===== config.mk =====
export PLATFORM = sky130hd
export DESIGN_NAME = vlc_lane_sched
export DESIGN_NICKNAME = d
export VERILOG_FILES = /design/src/rtl/vlc_lane_sched.sv
export SDC_FILE = /design/constraint.sdc
export NUM_CORES = 1
export LEC_CHECK = 0
export ABC_AREA = 1
export CAP_MARGIN = 20
export CORE_ASPECT_RATIO = 1.4
export CORE_UTILIZATION = 37
export DETAILED_ROUTE_END_ITERATION = 7
export GPL_ROUTABILITY_DRIVEN = 0
export PLACE_DENSITY = 0.69
export SLEW_MARGIN = 20
export SYNTH_ARGS = -nofsm -noshare
export SYNTH_HDL_FRONTEND = slang
export SYNTH_SLANG_ARGS = --single-unit
export TNS_END_PERCENT = 5

===== constraint.sdc =====
create_clock -name clk -period 3.95 [get_ports clk]
set_clock_uncertainty 0.15 [all_clocks]
set_input_delay 0.5925 -clock clk [delete_from_list [all_inputs] [get_ports clk]]
set_output_delay 0.5925 -clock clk [all_outputs]
set_load 0.005 [all_outputs]

===== src/rtl/vlc_lane_sched.sv =====
// vlc_lane_sched: round-robin scheduler draining four VLC lane FIFOs into the bit packer.
// Optional stalled-lane watchdog is enabled by defining VLC_SCHED_TIMEOUT_EN.
module vlc_lane_sched #(
    parameter int unsigned TO_CYCLES = 1023
) (
    input  logic        clk,
    input  logic        rstN,
    input  logic        start,
    input  logic        encode_done,
    input  logic [3:0]  lane_empty,
    input  logic [3:0]  lane_seg_done,
    output logic [3:0]  lane_rd,
    input  logic [63:0] lane_code,
    input  logic [19:0] lane_len,
    output logic        pk_valid,
    output logic [15:0] pk_code,
    output logic [4:0]  pk_len,
    input  logic        pk_ready,
    output logic        pk_flush,
    input  logic        pk_flush_ack,
    output logic        busy,
    output logic        done,
    output logic [1:0]  cur_lane,
    output logic [31:0] bit_cnt,
    output logic        err_timeout
);

    typedef enum logic [2:0] {
        IDLE,
        WAIT,
        READ,
        HOLD,
        NEXT,
        FLUSH,
        DONE
    } state_t;

    state_t      state_q, state_d;
    logic [1:0]  cur_q, cur_d;
    logic [15:0] code_q, code_d;
    logic [4:0]  len_q, len_d;
    logic [31:0] bits_q, bits_d;
    logic        flush_q, flush_d;

    logic [15:0] codes [4];
    logic [4:0]  lens [4];
    logic        cur_empty;
    logic        cur_sdone;

    always_comb begin
        for (int i = 0; i < 4; i++) begin
            codes[i] = lane_code[16*i +: 16];
            lens[i]  = lane_len[5*i +: 5];
        end
    end

    assign cur_empty = lane_empty[cur_q];
    assign cur_sdone = lane_seg_done[cur_q];

`ifdef VLC_SCHED_TIMEOUT_EN
    localparam logic [9:0] TO_LIM = 10'(TO_CYCLES);

    logic [9:0] to_q, to_d;
    logic       err_q, err_d;

    always_ff @(posedge clk or negedge rstN) begin
        if (!rstN) begin
            to_q  <= '0;
            err_q <= 1'b0;
        end else begin
            to_q  <= to_d;
            err_q <= err_d;
        end
    end

    assign err_timeout = err_q;
`else
    logic [9:0] unused_to;

    assign unused_to   = 10'(TO_CYCLES);
    assign err_timeout = 1'b0;
`endif

    always_ff @(posedge clk or negedge rstN) begin
        if (!rstN) begin
            state_q <= IDLE;
            cur_q   <= '0;
            code_q  <= '0;
            len_q   <= '0;
            bits_q  <= '0;
            flush_q <= 1'b0;
        end else begin
            state_q <= state_d;
            cur_q   <= cur_d;
            code_q  <= code_d;
            len_q   <= len_d;
            bits_q  <= bits_d;
            flush_q <= flush_d;
        end
    end

    always_comb begin
        state_d = state_q;
        cur_d   = cur_q;
        code_d  = code_q;
        len_d   = len_q;
        bits_d  = bits_q;
        flush_d = 1'b0;
        lane_rd = '0;
`ifdef VLC_SCHED_TIMEOUT_EN
        to_d    = '0;
        err_d   = err_q;
`endif
        unique case (state_q)
            IDLE, DONE: begin
                if (start) begin
                    state_d = WAIT;
                    cur_d   = '0;
                    bits_d  = '0;
`ifdef VLC_SCHED_TIMEOUT_EN
                    err_d   = 1'b0;
`endif
                end
            end
            WAIT: begin
                if (cur_empty && cur_sdone) begin
                    state_d = NEXT;
                end else if (!cur_empty) begin
                    lane_rd[cur_q] = 1'b1;
                    state_d        = READ;
`ifdef VLC_SCHED_TIMEOUT_EN
                end else if (to_q == TO_LIM - 10'd1) begin
                    // Lane starved too long: skip it and flag it.
                    state_d = NEXT;
                    err_d   = 1'b1;
                end else begin
                    to_d = to_q + 10'd1;
`endif
                end
            end
            READ: begin
                if (lens[cur_q] == 5'd0) begin
                    state_d = WAIT;
                end else begin
                    code_d  = codes[cur_q];
                    len_d   = (lens[cur_q] > 5'd16) ? 5'd16 : lens[cur_q];
                    state_d = HOLD;
                end
            end
            HOLD: begin
                if (pk_ready) begin
                    bits_d  = bits_q + 32'(len_q);
                    state_d = WAIT;
                end
            end
            NEXT: begin
                cur_d = cur_q + 2'd1;
                if (encode_done && (&lane_empty)) begin
                    state_d = FLUSH;
                    flush_d = 1'b1;
                end else begin
                    state_d = WAIT;
                end
            end
            FLUSH: begin
                if (pk_flush_ack) begin
                    state_d = DONE;
                end
            end
            default: begin
                state_d = IDLE;
            end
        endcase
    end

    assign pk_valid = (state_q == HOLD);
    assign pk_code  = code_q;
    assign pk_len   = len_q;
    assign pk_flush = flush_q;
    assign busy     = (state_q != IDLE) && (state_q != DONE);
    assign done     = (state_q == DONE);
    assign cur_lane = cur_q;
    assign bit_cnt  = bits_q;

endmodule


======== After elaboration in Yosys (flattened, before gate mapping) ========
Index checks and enable logic that the tools add are counted.
storage, ports and cells
  bits in registers ....................... 59
  input port bits ......................... 98
  output and inout port bits .............. 64
  logic and storage cells ................. 71
operators by class
  add/sub/neg operators ................... 2
  magnitude comparators ................... 4
  eq/ne operators ......................... 11
  mux-type cells .......................... 31
  bitwise gates (word level) .............. 2
  reduce and logical (&&, ||, !) cells .... 15
operators by type and width
  cell                count
  $mux 32             2
  $pmux 32 s2         1
  $add 32x5->32       1
  $bmux 16 s2         1
  $mux 16             2
  $mux 3              6
  $pmux 3 s6          1
  $mux 5              3
  $mux 4              3
  $bmux 5 s2          1
  $eq 3x3->1 const B  3
  $reduce_and 4->1    2
  $eq 3x2->1 const B  2
  $ne 3x3->1 const B  2
  $gt 5x5->1 const B  1
  $logic_not 5->1     1
  $mux 1              5
  $bmux 1 s2          2
  $logic_and 1x1->1   4
  $mux 2              2
  $ne 2x2->1 const B  2
  $pmux 2 s2          1
  $reduce_and 2->1    2
  $reduce_bool 2->1   2
  13 further kinds    13

======== Longest topological paths before layout ========
Gate-level depths: netlist (run 1).
  word-level depth ........................ 7
  depth in mapped cells ................... 12
  mapped depth without buffers ............ 12

======== Worst setup path after synthesis (run 1) ========
OpenSTA, ideal clock, no wires.
  path kind ............................... reg2out
  start point ............................. reg cur_q[0], in the netlist cur_lane[0]
  end point ............................... out lane_rd[2]
  arrival ................................. 1297 ps
  data required time ...................... 3207 ps
  path slack .............................. 1910 ps
  cell stages (with the launch flop) ...... 8
  path buffers ............................ 3
  cells stage by stage .................... dfrtp_1 > inv_2 > buf_6 > buf_2 > buf_2 > ha_1 > inv_1 > nor2_1
on the way
  cells in the longest elaborated chain, start to end .. 7
  elaborated cells on any way between the ends .. 13
  those cells by class .................... order compare (2); mux (9); reduce/logical (2)
ends and longest elaborated chain
  element                                                         line  source
  from (decl)                                                     39    logic [1:0] cur_q, cur_d;
  from (signal assigned)                                          94    cur_q <= cur_d;
  $lt 2x3->1 (implied by the code) or $ge 2x1->1 (tied branches)  129   lane_rd[cur_q] = 1'b1;
  $logic_and 1x1->1 (implied by the code)                         129
  $mux 1 (implied by the code)                                    129
  $demux 1 s2                                                     129
  $mux 4                                                          128   end else if (!cur_empty) begin
  $mux 4 *                                                        126   if (cur_empty && cur_sdone) begin
  $mux 4 *                                                        114   unique case (state_q)
  to (decl)                                                       12    output logic [3:0] lane_rd,
Mark *: on every way between the ends. The rest lies on a longest branch, timed or not. The select of a mux whose other input is x is not followed.

======== Worst setup path after layout (run 1) ========
  start point ............................. reg cur_q[1], in the netlist cur_lane[1]
  end point ............................... out lane_rd[1]
Same word-level chain as after synthesis.

==> impl_metrics.toml, run 1 <==
[pwr]
p_int_mw = 2.067
clock_power_share = 0.246
power_density_mw_per_mm2 = 540.4
p_switching_mw = 1.388
p_sw_frac = 0.4017
p_seq_frac = 0.257
p_leak_nw = 2.988
ir_drop_mv = 0.2456
comb_power_share = 0.498
finalPower_mw = 3.455

[sta]
period_share = 0.7577
fin_crit_ps = 2993
setup_viol = 0
final_hold_viol_count = 0
worst_slew_pin_slew_ps = 839.6
setup_tns_ps = 0
setup_ws_ps = 957.2
rsz0062_at_grt = "no"
drv_slew = 0
fmax_mhz = 334.1
relSlewSlack = 0.4403

[outcome]
status = "completed"

[synth]
syn-cell-area_mm2 = 0.004418
yosysWarnings = 0
ys.flop_type = "dfrtp_1"
ys_seq_elements = 59
synth_cell_types = 34
seq_area_frac_synth = 0.3342
syn_nets = 792
synth-edff-count = 0
syn-instance-count = 684
async_flop_share = 1.000
syn_area_per_cell_um2 = 6.459

[clock_network]
cts_tree = "done"
clock_latency_ps = 330
numCtsBuffers = 9
cts.clk_slew.worst_paths_ps = 50
cts_resized = 0
htreeDepth = 3
clk_path_buf_depth = 2
cts_hold_buf = 0
cts_setup_buffers = 0
root_buffer = "clkbuf_16"
cts_sinks = 59

[placed_design]
dpl.hpwl_mm = 10.63
dp_worst_setup_slack_ps = 1142
dpl_cell_area_mm2 = 0.006066
io_buffers = 160

[die]
rows = 46
coreArea_mm2 = 0.01145
ioPinCount = 162
initial_core_util = 0.3857
die_h_um = 131.3
die_width_um = 94.35
die_area_mm2 = 0.01239

[grt]
grt_max_degree = 52
grt_pass1_vias = 4746
grt_pass1_wl_mm = 22.27
grtUsageTotal = 0.2300
overflow = 0
grt_antenna_before_repair = 0

[drt]
viasPerCell = 5.093
drt-initial-drc-count = 176
vias = 5006
wl_per_cell_um = 13.94
drc_errors = 0
drt-total-wl_mm = 13.70
wl_met1_mm = 5.267
wl_met2_mm = 6.830
highest_layer = "met4"
ant_nets = 0
wl_met3_mm = 1.142
first_pass_iters = 4

[layout]
layout-drive-gt1-share = 0.07509
flow.area_growth_from_synthesis_pct = 44.72
fin_area_mm2 = 0.006394
layout.nets = 942
utilization = 0.5582
antenna_cells = 0

[worst_setup_path]
worst-setup-path-type = "flip-flop to primary output"
worstPathRequired_ps = 3210
end_kind = "primary output"
cp.arrival_ps = 2250
critical_path.max_fanout = 28
start_kind = "flip-flop"

[hold_path]
hold_class = "primary input to async pin"

[run]
max-cap-violations = 0
[cells in the mapped netlist, types with 6 or more instances]
library cell  instances  share of area
buf_2                10          0.011
o22ai_1              17          0.024
nand3_1              53          0.060
ha_1                  9          0.025
o21ai_2              20          0.040
dfrtp_1              59           0.33
nor2_1              102          0.087
nand4_1              21          0.030
buf_4                 6          0.010
o21ai_0              43          0.049
nand2_1             222           0.19
inv_1                73          0.062
clkbuf_1              6         0.0051
[layout make-up]
cell class / instances / area [µm²]
Clock buffer: 11 / 252.7
Clock inverter: 5 / 75.07
Fill cell: 1105 / 5060
Inverter: 78 / 292.8
Multi-Input combinational cell: 520 / 2475
Sequential cell: 59 / 1476
Tap cell: 144 / 180.2
Timing Repair Buffer: 166 / 1642
[metrics by stage]
step / hold slack (ps) / cells
4_1_cts: 241.7 / 983
5_1_grt: 280.4 / 983
3_3_place_gp: 315.6 / 967
3_5_place_dp: 318.7 / 967
2_1_floorplan: 146.9 / 684
6_report: 217.5 / 983
[power groups by stage]
stage	clock network [mW]	logic (mW)	registers [mW]
2_1_floorplan	0	1.09	0.882
3_3_place_gp	0	1.69	0.895
3_5_place_dp	0	1.72	0.896
4_1_cts	0.867	1.73	0.889
5_1_grt	0.892	1.91	0.907
6_report	0.848	1.72	0.887
[layer usage]
metal / track usage / vias up
met5: 0 / -
met4: 0.1034 / 0
met3: 0.05787 / 35
met2: 0.3933 / 237
met1: 0.2637 / 2248
li1: - / 2486
[critical path: stages, from the launching register on]
cell             delay (ps)
dfrtp_1                 350
buf_4                   220
inv_2                   330
nand3_1                 120
nand2_1                 140
nand2_1                 120
nor2_1                  120
clkdlybuf4s50_1         530
[cell families (layout without fill, tap and decap cells)]
| family | after synthesis | count (layout) | share of synthesized area |
|---|---|---|---|
| other cells | 1 | 1 | 0.0008488 |
| simple gates | 417 | 417 | 0.3965 |
| flops | 59 | 59 | 0.3342 |
| xor+xnor | 2 | 2 | 0.003966 |
| buf+inv | 105 | 260 | 0.1056 |
| fa+ha+maj | 10 | 10 | 0.03002 |
| compound gates | 90 | 90 | 0.1289 |
[registers in the layout, summed over array words and instances, names as in the netlist]
signal	count
bit_cnt	32
cur_lane	2
pk_code	16
pk_flush	1
pk_len	5
state_q	3
[cell usage in the layout (no fill, tap or decap), types with 17 or more instances in the layout]
cell             instances
nand2_1                222
clkdlybuf4s50_1        159
nor2_1                 102
inv_1                   73
dfrtp_1                 59
nand3_1                 53
o21ai_0                 43
nand4_1                 21
o21ai_2                 20
o22ai_1                 17
[worst paths after layout]
kind,cells after the start,end,from,slack [ps]
setup reg to reg,9,pk_len[2]$_DFFE_PN0P_,cur_lane[1]$_DFFE_PN0P_,1410
hold / removal,1,bit_cnt[22]$_DFFE_PN0P_,rstN,220
max in group asynchronous,2,pk_code[7]$_DFFE_PN0P_,rstN,2580
min in group clk,2,pk_code[6]$_DFFE_PN0P_,pk_code[6]$_DFFE_PN0P_,330
setup / recovery,7,lane_rd[1],cur_lane[1]$_DFFE_PN0P_,960
hold reg to reg,2,pk_code[6]$_DFFE_PN0P_,pk_code[6]$_DFFE_PN0P_,330
Power figures use the tool's default switching activity.
==> run 2, diff against run 1 <==
--- a/config.mk
+++ b/config.mk
@@ -11,7 +11,7 @@
 export CORE_UTILIZATION = 37
 export DETAILED_ROUTE_END_ITERATION = 7
 export GPL_ROUTABILITY_DRIVEN = 0
-export PLACE_DENSITY = 0.69
+export PLACE_DENSITY = 0.71
 export SLEW_MARGIN = 20
 export SYNTH_ARGS = -nofsm -noshare
 export SYNTH_HDL_FRONTEND = slang
==> constraint.sdc (replaced) <==
create_clock -name clk -period 2.5 [get_ports clk]
set_clock_uncertainty 0.15 [all_clocks]
set_input_delay 0.375 -clock clk [delete_from_list [all_inputs] [get_ports clk]]
set_output_delay 0.375 -clock clk [all_outputs]
set_load 0.005 [all_outputs]
==> run 2 against run 1 <==
  * Die area unchanged
  * Flip-flop and latch count unchanged
  * Critical path depth decreased by 1
  * First-iteration DRC count increased by 32%
  * Sequential share of layout area decreased by 0.23 points
  * Global-route usage increased by 0.91 points
  * Core utilization increased by 0.66 points
  * Hold slack improved by 110 ps
  * Via count increased by 0.94%
  * Critical path type unchanged
  * Highest routed layer unchanged
==> impl_metrics.toml, run 2 (synthesis gave the netlist of run 1 again) <==
[drt]
drt-initial-drc-count = 233
first_pass_iters = 6
drc_errors = 0
vias = 5053
viasPerCell = 5.094
wl_per_cell_um = 14.24
ant_nets = 0
drt-total-wl_mm = 14.13

[worst_setup_path]
crit_path_frequent_cell = "nand2_1"
worstPathRequired_ps = 1980
cp_cell_sequence = "nor2_2 > nand2_1 > inv_1 > nand2_1 > nor2_1 > clkdlybuf4s50_1"
start_kind = "flip-flop"
critPathTopFamily = "buffers and inverters"
critical_path_buf_inv_count = 2
slowest_stage = "clkdlybuf4s50_1"
worst-setup-path-type = "flip-flop to primary output"
cp.arrival_ps = 1870
cpPeakStageDelay_ps = 510
end_kind = "primary output"
critical_path.max_fanout = 9

[pwr]
p_int_mw = 3.245
p_seq_frac = 0.261
clock_power_share = 0.228
ir_drop_mv = 0.4809
p_sw_frac = 0.4080
p_leak_nw = 3.019
p_switching_mw = 2.236
power_density_mw_per_mm2 = 847.3
comb_power_share = 0.510

[clock_network]
cts.clk_slew.worst_paths_ps = 50
cts_tree = "done"
numCtsBuffers = 9
htreeDepth = 3
root_buffer = "clkbuf_16"
cts_sinks = 59
clk_path_buf_depth = 2
clock_latency_ps = 330

[die]
rows = 46
ioPinCount = 162
die_width_um = 94.35
die_h_um = 131.3
die_area_mm2 = 0.01239
initial_core_util = 0.3857
coreArea_mm2 = 0.01145

[grt]
grt_pass1_wl_mm = 23.07
overflow = 0
grt_pass1_vias = 4918
grtUsageTotal = 0.2391
grt_antenna_before_repair = 0
grt_max_degree = 42

[layout]
layout.nets = 952
mostFrequentLayoutCell = "nand2_1"
utilization = 0.5648
antenna_cells = 0
flow.area_growth_from_synthesis_pct = 46.42
layout-drive-gt1-share = 0.08844
largest_reg_flops = 32
final_cell_mix = "nand2_1 (221), clkdlybuf4s50_1 (159), nor2_1 (101), inv_1 (73), dfrtp_1 (57)"

[sta]
period_share = 0.9565
setup_tns_ps = 0
fmax_mhz = 418.2
final_hold_viol_count = 0
worst_slew_pin_slew_ps = 531.7
drv_slew = 0
fin_crit_ps = 2391
setup_viol = 0
relSlewSlack = 0.6455
rsz0062_at_grt = "no"

[outcome]
status = "completed"

[hold_path]
hold_class = "flip-flop to flip-flop"

[placed_design]
io_buffers = 160
dpl.hpwl_mm = 11.26

[run]
max-cap-violations = 0
## run 2: power groups by stage
stage	registers [mW]	logic, mW	clock network, mW
6_report	1.43	2.80	1.25
5_1_grt	1.47	3.11	1.32
4_1_cts	1.43	2.79	1.27
3_5_place_dp	1.44	2.78	0
3_3_place_gp	1.44	2.73	0
2_1_floorplan	1.39	1.73	0
## run 2: worst min-delay path: stages, from the launching register on
cell     delay (ps)
dfrtp_1         340
nand2_1          60
o21ai_2          40
## run 2: through the flow
step	std cells	total power [mW]	area [µm²]	setup WS [ps]	hold WS (ps)
2_1_floorplan	684	3.119	4418	614.1	-70.59
3_3_place_gp	973	4.167	6123	200.7	223.2
3_5_place_dp	973	4.218	6123	150.7	234.6
4_1_cts	989	5.491	6437	46.50	333.0
5_1_grt	992	5.905	6469	2.177	359.1
6_report	992	5.481	6469	108.7	328.2
## run 2: path summary, 6_finish.rpt
path / startpoint / end / slack [ps] / cells past startpoint
worst max-delay path: state_q[1]$_DFFE_PN0P_ / lane_rd[2] / 110 / 6
worst min-delay path: pk_code[6]$_DFFE_PN0P_ / pk_code[6]$_DFFE_PN0P_ / 330 / 2
worst min register to register: pk_code[6]$_DFFE_PN0P_ / pk_code[6]$_DFFE_PN0P_ / 330 / 2
max in group asynchronous: rstN / pk_len[2]$_DFFE_PN0P_ / 1100 / 3
min in group asynchronous: rstN / bit_cnt[20]$_DFFE_PN0P_ / 410 / 2
worst max register to register: pk_len[0]$_DFFE_PN0P_ / bit_cnt[16]$_DFFE_PN0P_ / 310 / 11
## run 2: layout make-up
class                      count  area (µm²)
clock buffer                  11       252.7
clock inverter                 4       50.05
fill                        1071        4985
inverter                      78       295.3
multi-input combinational    520        2480
sequential                    59        1479
tap                          144       180.2
timing repair buffer         176        1732
## run 2: what timing repair did
action	CTS	global route
hold endpoints to repair	19	0
gates resized for setup	1	4
setup buffers	0	3
endpoints found under the setup margin	4	4
hold buffers	1	0
## run 2: layer usage
layer | global-route usage | up-vias | wire length [µm]
met5 | 0 | - | 0
li1 | - | 2507 | -
met2 | 0.4102 | 215 | 7131
met3 | 0.05729 | 40 | 1133
met1 | 0.2667 | 2291 | 5276
met4 | 0.1265 | 0 | 585
==> run 3, diff against run 2 <==
--- a/config.mk
+++ b/config.mk
@@ -11,7 +11,7 @@
 export CORE_UTILIZATION = 37
 export DETAILED_ROUTE_END_ITERATION = 7
 export GPL_ROUTABILITY_DRIVEN = 0
-export PLACE_DENSITY = 0.71
+export PLACE_DENSITY = 0.68
 export SLEW_MARGIN = 20
 export SYNTH_ARGS = -nofsm -noshare
 export SYNTH_HDL_FRONTEND = slang
==> run 3 against run 2 <==
  * Core utilization grew 0.48 points
  * Die area is the same
  * Sequential share of layout area down 0.17 points
  * Register-to-register slack got worse by 50 ps
  * Largest cell class unchanged
  * Final area increased by 0.85%
==> impl_metrics.toml, run 3 (synthesis gave the netlist of run 1 again) <==
[sta]
worst_slew_pin_slew_ps = 618.7
relSlewSlack = 0.5875
period_share = 0.9412
final_hold_viol_count = 0
fmax_mhz = 425.0
rsz0062_at_grt = "no"
setup_ws_ps = 146.9
setup_tns_ps = 0
fin_crit_ps = 2353
drv_slew = 0
setup_viol = 0

[placed_design]
io_buffers = 160
dpl.hpwl_mm = 11.08
dp_worst_setup_slack_ps = 160.4

[layout]
layout.nets = 952
fillers = 1092
largest_reg_flops = 32
flow.area_growth_from_synthesis_pct = 47.66
seq_area_mm2 = 0.001480
mostFrequentLayoutCell = "nand2_1"
antenna_cells = 0
multi_input_area_mm2 = 0.002485
final_cell_mix = "nand2_1 (221), clkdlybuf4s50_1 (159), nor2_1 (101), inv_1 (73), dfrtp_1 (56)"
layout-drive-gt1-share = 0.09069

[pwr]
p_switching_mw = 2.272
p_sw_frac = 0.3998
finalPower_mw = 5.683
p_int_mw = 3.411
power_density_mw_per_mm2 = 871.2
comb_power_share = 0.496
p_leak_nw = 3.043
ir_drop_mv = 0.5389
p_seq_frac = 0.254
clock_power_share = 0.250

[worst_setup_path]
cp.arrival_ps = 1830
worst-setup-path-type = "flip-flop to primary output"
worstPathRequired_ps = 1980
critical_path.max_fanout = 9
end_kind = "primary output"
start_kind = "flip-flop"

[clock_network]
clock_latency_ps = 330
htreeDepth = 3
root_buffer = "clkbuf_16"
cts_tree = "done"
cts_sinks = 59
clk_path_buf_depth = 2
cts.clk_slew.worst_paths_ps = 50
numCtsBuffers = 9

[drt]
ant_nets = 0
viasPerCell = 5.124
drc_errors = 0
wl_per_cell_um = 14.15
vias = 5088
first_pass_iters = 5
drt-initial-drc-count = 267
drt-total-wl_mm = 14.05

[die]
die_area_mm2 = 0.01239
coreArea_mm2 = 0.01145
die_width_um = 94.35
initial_core_util = 0.3857
rows = 46
die_h_um = 131.3
ioPinCount = 162

[grt]
overflow = 0
grt_max_degree = 45
grtUsageTotal = 0.2354
grt_pass1_wl_mm = 22.73
grt_pass1_vias = 4817
grt_antenna_before_repair = 0

[run]
max-cap-violations = 0

[hold_path]
hold_class = "flip-flop to flip-flop"

[outcome]
status = "completed"
run 3: cell types whose count changed in the layout (fill, tap and decap cells not counted), sizes merged:
cell,previous run,this run
clkinv,1,3
clkinvlp,2,1
bufinv,1,3
clkbuf,11,9
run 3: worst max-delay path, stage by stage, from the launching register on:
cell and delay (ps):
dfrtp_2 470, nor2_4 150, nand2_1 90, inv_1 80
nand2_1 100, nor2_1 100, clkdlybuf4s50_1 510
run 3: path summary, 6_finish.rpt:
check | to | cells after the start | startpoint | slack [ps]
max in group asynchronous | bit_cnt[29]$_DFFE_PN0P_ | 3 | rstN | 1130
min reg2reg | pk_code[4]$_DFFE_PN0P_ | 2 | pk_code[4]$_DFFE_PN0P_ | 330
min | pk_code[4]$_DFFE_PN0P_ | 2 | pk_code[4]$_DFFE_PN0P_ | 330
max | lane_rd[1] | 6 | state_q[1]$_DFFE_PN0P_ | 150
max reg2reg | bit_cnt[17]$_DFFE_PN0P_ | 10 | bit_cnt[2]$_DFFE_PN0P_ | 260
min in group asynchronous | bit_cnt[13]$_DFFE_PN0P_ | 2 | rstN | 440
run 3: what timing repair did:
action	CTS	global route
setup endpoints to repair	0	4
endpoints found under the hold margin	22	0
buffers inserted	0	3
resized for setup	0	6
hold buffers	1	0
run 3: layout make-up:
class,instances,area share
flip-flops and latches,59,0.2269
well taps,144,0.02762
clock buffers,9,0.03452
multi-input cells,520,0.3809
inverters,78,0.04488
repair buffers,176,0.2674
clock inverters,7,0.01784
run 3: layer usage:
metal  wire (µm)  GRT usage  vias to the layer above
met5           0          0                        -
met2        6779     0.3969                      258
met1        5372     0.2721                     2283
li1            -          -                     2506
met4         608     0.1154                        0
met3        1285    0.05729                       41
run 3: power groups by stage:
stage               clock network, mW  registers (mW)  logic [mW]
finish                           1.42            1.44        2.82
global placement                    0            1.44        2.74
CTS                              1.44            1.44        2.79
global route                     1.49            1.47        3.14
detailed placement                  0            1.45        2.78
floorplan                           0            1.39        1.73
run 3: through the flow:
step / area, µm² / cells / utilization / hold slack [ps]
4_1_cts: 6487 / 990 / 0.5664 / 331.4
2_1_floorplan: 4418 / 684 / - / -70.59
3_3_place_gp: 6136 / 973 / 0.5357 / 263.4
5_1_grt: 6524 / 993 / 0.5696 / 350.5
3_5_place_dp: 6136 / 973 / 0.5357 / 271.0
6_report: 6524 / 993 / 0.5696 / 330.1
